$ cat src/rtl/motor_spi_sequencer.sv
// Snapshots the left/right wheel dps commands and streams two SET_MOTOR_DPS
// frames (left, then right) to the SPI byte master while owning chip select.
module motor_spi_sequencer #(
   parameter int         nb_dps_motor = 16,
   parameter int         nb_period    = 20,
   parameter int         nb_gap       = 3,
   parameter logic [7:0] c_addr       = 8'h08,
   parameter logic [7:0] c_msg_dps    = 8'h0A,
   parameter logic [7:0] c_port_left  = 8'h01,
   parameter logic [7:0] c_port_rght  = 8'h02
) (
   input  logic                    clk,
   input  logic                    rst,
   input  logic                    enable,
   input  logic [nb_dps_motor-1:0] motor_dps_left_i,
   input  logic [nb_dps_motor-1:0] motor_dps_rght_i,
   output logic [7:0]              byte_o,
   output logic                    byte_valid_o,
   input  logic                    byte_ready_i,
   input  logic                    spi_busy_i,
   output logic                    cs_n_o,
   output logic                    busy_o,
   output logic [7:0]              frames_sent_o
);

   typedef enum logic [2:0] {
      S_IDLE      = 3'd0,
      S_LATCH     = 3'd1,
      S_CS_SETUP  = 3'd2,
      S_SEND      = 3'd3,
      S_WAIT_DONE = 3'd4,
      S_CS_GAP    = 3'd5
   } state_t;

   localparam logic [nb_gap-1:0]    gap_one     = {{(nb_gap-1){1'b0}}, 1'b1};
   localparam logic [nb_period-1:0] refresh_one = {{(nb_period-1){1'b0}}, 1'b1};

   state_t                  state, state_nxt;
   logic [2:0]              idx, idx_nxt;
   logic                    motor_rght, motor_rght_nxt;
   logic [nb_gap-1:0]       gap_cnt, gap_nxt;
   logic [nb_period-1:0]    refresh_cnt, refresh_nxt;
   logic                    pending, pending_nxt;
   logic [nb_dps_motor-1:0] last_left, last_left_nxt, last_rght, last_rght_nxt;
   logic [nb_dps_motor-1:0] snap_left, snap_left_nxt, snap_rght, snap_rght_nxt;
   logic [nb_dps_motor-1:0] eff_left, eff_rght, sel_value;
   logic [7:0]              byte_nxt, frames_nxt;
   logic                    valid_nxt, cs_n_nxt, busy_nxt;
   logic                    refresh_hit, req_now;

   function automatic logic [7:0] frame_byte(input logic [2:0] index, input logic rght,
                                             input logic [nb_dps_motor-1:0] value);
      logic [7:0] result;
      result = 8'h00;
      case (index)
         3'd0:    result = c_addr;
         3'd1:    result = c_msg_dps;
         3'd2:    result = rght ? c_port_rght : c_port_left;
         3'd3:    result = value[15:8];
         3'd4:    result = value[7:0];
         default: result = 8'h00;
      endcase
      return result;
   endfunction

   assign eff_left    = enable ? motor_dps_left_i : {nb_dps_motor{1'b0}};
   assign eff_rght    = enable ? motor_dps_rght_i : {nb_dps_motor{1'b0}};
   assign refresh_hit = enable & (&refresh_cnt);
   // A request seen this cycle lets IDLE leave on the very next edge.
   assign req_now     = (eff_left != last_left) | (eff_rght != last_rght) | refresh_hit;

   // Next-state, datapath and registered-output decode.
   always_comb begin
      state_nxt      = state;
      idx_nxt        = idx;
      motor_rght_nxt = motor_rght;
      gap_nxt        = gap_cnt;
      frames_nxt     = frames_sent_o;
      pending_nxt    = pending | req_now;
      last_left_nxt  = last_left;
      last_rght_nxt  = last_rght;
      snap_left_nxt  = snap_left;
      snap_rght_nxt  = snap_rght;
      byte_nxt       = byte_o;
      sel_value      = snap_left;

      case (state)
         S_IDLE: begin
            if (pending || req_now) begin
               state_nxt = S_LATCH;
            end else begin
               state_nxt = S_IDLE;
            end
         end
         S_LATCH: begin
            snap_left_nxt  = eff_left;
            snap_rght_nxt  = eff_rght;
            last_left_nxt  = eff_left;
            last_rght_nxt  = eff_rght;
            pending_nxt    = 1'b0;
            motor_rght_nxt = 1'b0;
            state_nxt      = S_CS_SETUP;
         end
         S_CS_SETUP: begin
            idx_nxt   = 3'd0;
            state_nxt = S_SEND;
         end
         S_SEND: begin
            if (byte_ready_i) begin
               if (idx == 3'd4) begin
                  state_nxt = S_WAIT_DONE;
               end else begin
                  idx_nxt = idx + 3'd1;
               end
            end else begin
               state_nxt = S_SEND;
            end
         end
         S_WAIT_DONE: begin
            if (!spi_busy_i) begin
               frames_nxt = frames_sent_o + 8'd1;
               gap_nxt    = {nb_gap{1'b0}};
               state_nxt  = S_CS_GAP;
            end else begin
               state_nxt = S_WAIT_DONE;
            end
         end
         S_CS_GAP: begin
            if (&gap_cnt) begin
               if (!motor_rght) begin
                  motor_rght_nxt = 1'b1;
                  state_nxt      = S_CS_SETUP;
               end else begin
                  state_nxt = S_IDLE;
               end
            end else begin
               gap_nxt = gap_cnt + gap_one;
            end
         end
         default: begin
            state_nxt = S_IDLE;
         end
      endcase

      valid_nxt = (state_nxt == S_SEND);
      cs_n_nxt  = !(state_nxt inside {S_CS_SETUP, S_SEND, S_WAIT_DONE});
      busy_nxt  = (state_nxt != S_IDLE);

      // Load the byte for the index that will be presented next, so bytes chain without bubbles.
      if (state_nxt == S_SEND) begin
         sel_value = motor_rght_nxt ? snap_rght : snap_left;
         byte_nxt  = frame_byte(idx_nxt, motor_rght_nxt, sel_value);
      end else begin
         byte_nxt = byte_o;
      end

      if (state_nxt == S_LATCH) begin
         refresh_nxt = {nb_period{1'b0}};
      end else begin
         refresh_nxt = refresh_cnt + refresh_one;
      end
   end

   // State, datapath and output registers.
   always_ff @(posedge clk or posedge rst) begin
      if (rst) begin
         state         <= S_IDLE;
         idx           <= 3'd0;
         motor_rght    <= 1'b0;
         gap_cnt       <= {nb_gap{1'b0}};
         refresh_cnt   <= {nb_period{1'b0}};
         pending       <= 1'b0;
         last_left     <= {nb_dps_motor{1'b0}};
         last_rght     <= {nb_dps_motor{1'b0}};
         snap_left     <= {nb_dps_motor{1'b0}};
         snap_rght     <= {nb_dps_motor{1'b0}};
         byte_o        <= 8'h00;
         byte_valid_o  <= 1'b0;
         cs_n_o        <= 1'b1;
         busy_o        <= 1'b0;
         frames_sent_o <= 8'd0;
      end else begin
         state         <= state_nxt;
         idx           <= idx_nxt;
         motor_rght    <= motor_rght_nxt;
         gap_cnt       <= gap_nxt;
         refresh_cnt   <= refresh_nxt;
         pending       <= pending_nxt;
         last_left     <= last_left_nxt;
         last_rght     <= last_rght_nxt;
         snap_left     <= snap_left_nxt;
         snap_rght     <= snap_rght_nxt;
         byte_o        <= byte_nxt;
         byte_valid_o  <= valid_nxt;
         cs_n_o        <= cs_n_nxt;
         busy_o        <= busy_nxt;
         frames_sent_o <= frames_nxt;
      end
   end

endmodule

$ cat config.mk
export PLATFORM = sky130hd
export DESIGN_NAME = motor_spi_sequencer
export DESIGN_NICKNAME = d
export VERILOG_FILES = /design/src/rtl/motor_spi_sequencer.sv
export SDC_FILE = /design/constraint.sdc
export NUM_CORES = 1
export LEC_CHECK = 0
export ABC_AREA = 1
export BUFFER_PORTS_ARGS = -buffer_cell sky130_fd_sc_hd__buf_2
export CAP_MARGIN = 0
export CORE_UTILIZATION = 50
export DETAILED_ROUTE_END_ITERATION = 10
export PLACE_DENSITY = 0.81
export RECOVER_POWER = 25
export SETUP_SLACK_MARGIN = 0.4
export SYNTH_ARGS = -nofsm -noshare
export SYNTH_HDL_FRONTEND = slang
export SYNTH_SLANG_ARGS = --single-unit
$ cat constraint.sdc
create_clock -name clk -period 3 [get_ports clk]
set_input_delay 0.3 -clock clk [delete_from_list [all_inputs] [get_ports clk]]
set_output_delay 0.3 -clock clk [all_outputs]
set_load 0.03 [all_outputs]
Word level (Yosys, flattened, before mapping)
Cells that the tools add are included.
{"block": "totals", "regBits": 82, "latchBits": 0, "ram_bits": 0, "romBits": 0, "input_bits": 37, "output_inout_bits": 19, "wordCells": 73, "n_memories": 0}
{"block": "classes", "n_addsub": 4, "mul": 0, "n_div": 0, "order_cmp": 0, "eq_ne": 18, "n_shift": 0, "n_mux": 22, "bitwise_logic": 5, "reduce_logical": 11}
{"operator": "16-bit 2-to-1 mux", "count": 3}
{"operator": "8-bit one-hot mux with 5 select lines", "count": 1}
{"operator": "16-bit inequality test", "count": 2}
{"operator": "3-bit 2-to-1 mux", "count": 7}
{"operator": "20-bit by 1-bit adder with 20-bit output (second input constant)", "count": 1}
{"operator": "20-bit 2-to-1 mux", "count": 1}
{"operator": "20-bit AND reduction", "count": 1}
{"operator": "3-bit by 2-bit == test with 1-bit output (second input constant)", "count": 6}
{"operator": "3-bit one-hot mux with 6 select lines", "count": 1}
{"operator": "3-bit == test (second input constant)", "count": 5}
{"operator": "3-bit one-hot mux with 2 select lines", "count": 2}
{"operator": "3-bit by 1-bit == test with 1-bit output (second input constant)", "count": 3}
{"operator": "8-bit by 1-bit adder with 8-bit output (second input constant)", "count": 1}
{"operator": "3-bit by 1-bit adder with 3-bit output (second input constant)", "count": 2}
{"operator": "3-bit zero test", "count": 2}
{"operator": "3-bit AND reduction", "count": 2}
{"operator": "3-bit nonzero test", "count": 2}
{"operator": "1-bit 2-to-1 mux", "count": 4}
{"operator": "2-bit 2-to-1 mux", "count": 2}
{"operator": "2-bit inequality test (second input constant)", "count": 2}
{"operator": "1-bit bitwise OR", "count": 3}
{"operator": "1-bit one-hot mux with 2 select lines", "count": 1}
{"operator": "2-bit AND reduction", "count": 1}
{"operator": "2-bit nonzero test", "count": 1}
{"operator": "4 further kinds", "count": 4}

Longest topological paths before layout
{"block": "logic_depth", "word_depth": 10, "mapped_depth": 14, "ltp_nobuf": 13}

Worst setup path after synthesis
Ideal clock, no wire load.
{"block": "synth_path", "path_kind": "register to register", "startpoint": "register gap_cnt[0]", "endpoint": "register byte_o[6]", "setup_time_ps": 117, "t_arrival_ps": 1706, "required_ps": 2883, "path_slack_ps": 1177, "stages_incl_launch_ff": 12, "n_path_buf": 1, "period_less_slack_ps": 1823, "cell_sequence": "dfrtp_1 ha_1 ha_1 inv_1 o21ai_0 nand2_1 inv_1 buf_4 o2111ai_1 nand2_1 nand2_1 nand2_1"}
{"block": "synth_via", "elab_chain_len": 5, "elab_cells_between_ends": 8, "classes_between": "1 x eq/ne; 6 x mux; 1 x reduce/logical"}
{"item": "start, declared", "line": "41", "rtl": "logic [nb_gap-1:0] gap_cnt, gap_nxt;"}
{"item": "start signal, assigned", "line": "170", "rtl": "gap_cnt <= {nb_gap{1'b0}};"}
{"item": "start signal, assigned", "line": "186", "rtl": "gap_cnt <= gap_nxt;"}
{"item": "3-bit AND reduction", "line": "129", "rtl": "if (&gap_cnt) begin"}
{"item": "1-bit 2-to-1 mux", "line": "129"}
{"item": "1-bit one-hot mux with 2 select lines", "line": "87", "rtl": "case (state)"}
{"item": "net motor_rght_nxt", "line": "40", "rtl": "logic motor_rght, motor_rght_nxt;"}
{"item": "16-bit 2-to-1 mux", "line": "151", "rtl": "sel_value = motor_rght_nxt ? snap_rght : snap_left;"}
{"item": "8-bit one-hot mux with 5 select lines", "line": "55", "rtl": "case (index)"}
{"item": "end signal, assigned", "line": "193", "rtl": "byte_o <= byte_nxt;"}
{"item": "end, declared", "line": "17", "rtl": "output logic [7:0] byte_o,"}
The timed path passes the listed nets, and every way through them passes these cells.
A chain may end at the register's enable or synchronous reset.

Final worst setup path
{"block": "layout_path", "startpoint": "register refresh_cnt[0]", "endpoint": "register refresh_cnt[10]"}
{"block": "layout_via", "elab_chain_len": 8, "elab_cells_between_ends": 9, "classes_between": "1 x add/sub; 1 x eq/ne; 3 x mux; 2 x bitwise; 2 x reduce/logical"}
{"item": "start, declared", "line": "42", "rtl": "logic [nb_period-1:0] refresh_cnt, refresh_nxt;"}
{"item": "start signal, assigned", "line": "171", "rtl": "refresh_cnt <= {nb_period{1'b0}};"}
{"item": "start signal, assigned", "line": "187", "rtl": "refresh_cnt <= refresh_nxt;"}
{"item": "20-bit AND reduction", "line": "68", "rtl": "assign refresh_hit = enable & (&refresh_cnt);"}
{"item": "1-bit bitwise AND", "line": "68"}
{"item": "1-bit bitwise OR", "line": "70", "rtl": "assign req_now = (eff_left != last_left) | (eff_rght != last_rght) | refresh_hit;"}
{"item": "1-bit logical OR", "line": "89", "rtl": "if (pending || req_now) begin"}
{"item": "1-bit 2-to-1 mux", "line": "89"}
{"item": "3-bit one-hot mux with 6 select lines", "line": "87"}
{"item": "3-bit by 1-bit == test with 1-bit output", "line": "157", "rtl": "if (state_nxt == S_LATCH) begin"}
{"item": "20-bit 2-to-1 mux *", "line": "157"}
{"item": "net refresh_nxt[10]", "line": "42"}
The timed path passes the listed nets; every way through them passes the cells marked *.

==> parameters.txt <==
Parameter                              Value

Route
  Number of vias in the routed layout    4180
  Total routed wirelength    10.6 mm
  Number of nets with antenna violations after routing    0
  Routed vias/inst    5.40
  Pre-antenna DRT Iters    5
  Avg WL per Cell    13.7 um
  Number of DRC violations after detailed routing    0
  Initial drt markers    362

Clocking
  Worst-path clk slew    0.10 ns
  Number of clock sinks seen by CTS    82
  Clock Path Buffers    2
  Post-CTS repair timing setup buffer count    0
  Count of hold buffers inserted by post-cts repair    0
  Number of gates resized after CTS    0
  Clock root cell    clkbuf_8
  TritonCTS clock tree    yes
  Clock insertion delay at the later pin of the skew report    0.37 ns
  TritonCTS buffer count    9
  Number of H-tree levels    3

Global route
  GRT Resource Usage Total    23.3%
  Number of antenna violations at the first check in global routing    0
  First-pass GRT wire length    17.6 mm
  Grt total ovfl    0
  Pin count of the biggest net entering global routing    68
  Vias in the first global route    3878

Floorplanning
  Area inside the core boundary    0.00872 mm^2
  Chip width    97.0 um
  Starting density of the core    51.7%
  Row count    34
  Die height    97.0 um
  Count of boundary I/O pins    56
  Area enclosed by the die boundary    0.00941 mm^2

Timing
  Max Fclk    449 MHz
  Slew at the pin with the worst max-slew slack    1.15 ns
  Final count of negative-setup-slack endpoints    0
  Number of pins exceeding their max-slew limit in the final report    0
  Final worst hold slack    0.176 ns
  Final sum of negative setup slack    0 ns
  Clock period minus worst slack    2.23 ns
  Period Utilization, post-route    74.2%
  Worst Clk Skew    0.0136 ns
  Setup repair after global routing missed its margin    no
  Final Hold Fails    0
  Slew HR    23.6%

Placement
  RePlAce Congestion    0.891
  Number of buffers inserted by port buffering    55
  Detail Placement HPWL    7.74 mm

Yosys
  Yosys reg bits    82
  Mean post-synth cell area    7.43 um^2
  Sequential-to-total area share from yosys stat    45.5%
  Synth cell types    34
  Post-synthesis net count    650
  Yosys Warn Count    0
  Cell Area, Synth    0.00451 mm^2
  Cells after synthesis    607

Finish
  Post-layout nets    704
  Area grow syn2layout    12.1%
  Share of final-layout standard cells stronger than drive strength 1    15.2%
  Number of antenna cells inserted    0

Pwr
  Cell area power density    842 mW/mm^2
  Net Switching    1.92 mW
  Switching portion of total power    45.2%
  Share of power burned in combinational logic    41.4%
  Largest vdd supply drop    0.000384 V
  Sequential Power Share    40.5%
  Leakage Power    2.56 nW
  Internal power    2.33 mW
  Clock Power Share    18.0%

Worst setup path
  Crit end category    flip-flop
  Class of the most critical setup path    flip-flop to flip-flop
  Count of cells along the worst register-to-register path    12
  Max FO, Critical Path    18
  Required time at the endpoint of the critical path    3.23 ns
  Kind of launch point of the worst setup path    flip-flop
  Worst path arrival time    2.45 ns

Run status
  Result of the run    complete, no violations

Hold path
  Worst hold path class    primary input to async pin

Flow run
  Number of max-capacitance violations reported    0
[through the flow]
step                      instance area [um^2]  setup WS [ns]  power, mW  std cells  utilization, %
after global routing                      5050          0.534       4.56        774            58.0
after detailed placement                  4870          0.602       3.48        758            55.8
after global placement                    4870          0.718       3.38        758            55.8
final                                     5050          0.773       4.26        774            58.0
after floorplan                           4510          0.593       2.98        607               -
after CTS                                 5050          0.788       4.25        774            58.0
[critical path, cell delays in order (launching register included)]
cell and delay, ns:
dfrtp_1 0.40, ha_1 0.20, nand2_1 0.09, nor2_1 0.22, nand2_1 0.14, nor2_1 0.12, nand2_1 0.09, nor2_1 0.10
nor2_1 0.06, nand3_1 0.11, nand2_2 0.11, inv_2 0.33, nor3_1 0.11
[routing by layer]
layer / routed length, um / track usage (%) / vias up
li1: - / - / 2050
met1: 4840 / 32.6 / 1944
met2: 4800 / 35.8 / 161
met3: 682 / 3.76 / 25
met4: 260 / 10.7 / 0
met5: 0 / 0 / -
[final cells by class]
cell class                 instances  area, um^2
timing repair buffer              61         320
clock inverter                     6        50.0
tap                              108         135
fill                             769        3670
inverter                          62         234
clock buffer                      10         138
multi-input combinational        445        2120
sequential                        82        2050
[state kept, by name (all words and copies together), names as in the netlist]
register and flops:
idx 3, cs_n_o 1, snap_left 16, frames_sent_o 8
busy_o 1, refresh_cnt 20, byte_valid_o 1, gap_cnt 3
byte_o 8, motor_rght 1, pending 1, snap_rght 16
state 3
[cells by family (layout without fill, tap and decap cells)]
family | Yosys count | count (layout) | share of synthesized area, %
adder cells (fa/ha/maj) | 6 | 6 | 1.66
multiplexers | 1 | 1 | 0.250
buffers and inverters | 80 | 139 | 7.49
XOR/XNOR | 20 | 20 | 3.88
AO/OA/AOI/OAI | 67 | 67 | 8.13
flip-flops | 82 | 82 | 45.5
AND/OR/NAND/NOR | 351 | 351 | 33.1
[placed cells by master, fill, tap and decap left out, drive strengths merged, types with 2 or more instances in the layout]
cell type	count
xnor2	5
nand3	45
or2	4
clkinvlp	2
a21oi	5
o211ai	4
o21ai	50
xor2	15
dfrtp	81
clkbuf	10
inv	62
nand3b	6
nor3	10
buf	61
nand2	216
clkinv	4
a31oi	2
o2111ai	4
nand4	9
nor2	59
ha	6
[worst paths after layout]
path | startpoint | end | slack (ns)
setup reg to reg | refresh_cnt[0]$_DFF_PP0_ | refresh_cnt[10]$_DFF_PP0_ | 0.77
max in group asynchronous | rst | snap_left[15]$_DFFE_PP0N_ | 2.05
setup / recovery | refresh_cnt[0]$_DFF_PP0_ | refresh_cnt[10]$_DFF_PP0_ | 0.77
hold / removal | rst | frames_sent_o[4]$_DFFE_PP0P_ | 0.18
min in group clk | motor_dps_left_i[6] | snap_left[6]$_DFFE_PP0N_ | 0.23
hold reg to reg | frames_sent_o[7]$_DFFE_PP0P_ | frames_sent_o[7]$_DFFE_PP0P_ | 0.47
[synth_stat cells]
cell       count  area, um^2
o2111ai_1      4        35.0
nor2_1        46         173
or2_1          1        6.26
a21oi_1        5        25.0
nand2_1      215         807
ha_1           6        75.1
and2_1         1        6.26
nand3b_1       6        45.0
mux2_2         1        11.3
xnor2_1        5        43.8
o21ai_1        1        5.00
buf_6          3        33.8
o211ai_1       4        30.0
inv_1         58         218
nand3_1       45         225
clkbuf_1       9        33.8
nand2_2        1        6.26
nand4_1        9        56.3
o22ai_1        1        6.26
dfstp_2        1        26.3
a31oi_1        2        12.5
o21ai_0       49         245
nor3_1        10        50.1
clkinv_1       1        3.75
nor2_2        11        68.8
or2_2          3        18.8
inv_2          3        11.3
xor2_1        15         131
buf_4          3        22.5
dfrtp_1       81        2030
nor2_4         2        22.5
nor4_1         1        6.26
o21bai_1       1        7.51
buf_2          3        15.0
[power by group through the flow]
stage	logic [mW]	clock network, mW	registers (mW)
2_1_floorplan	1.16	0	1.82
3_3_place_gp	1.66	0	1.72
3_5_place_dp	1.74	0	1.74
4_1_cts	1.76	0.777	1.72
5_1_grt	1.97	0.823	1.77
6_report	1.76	0.767	1.72
No activity file was read; power rests on OpenSTA's default activity.
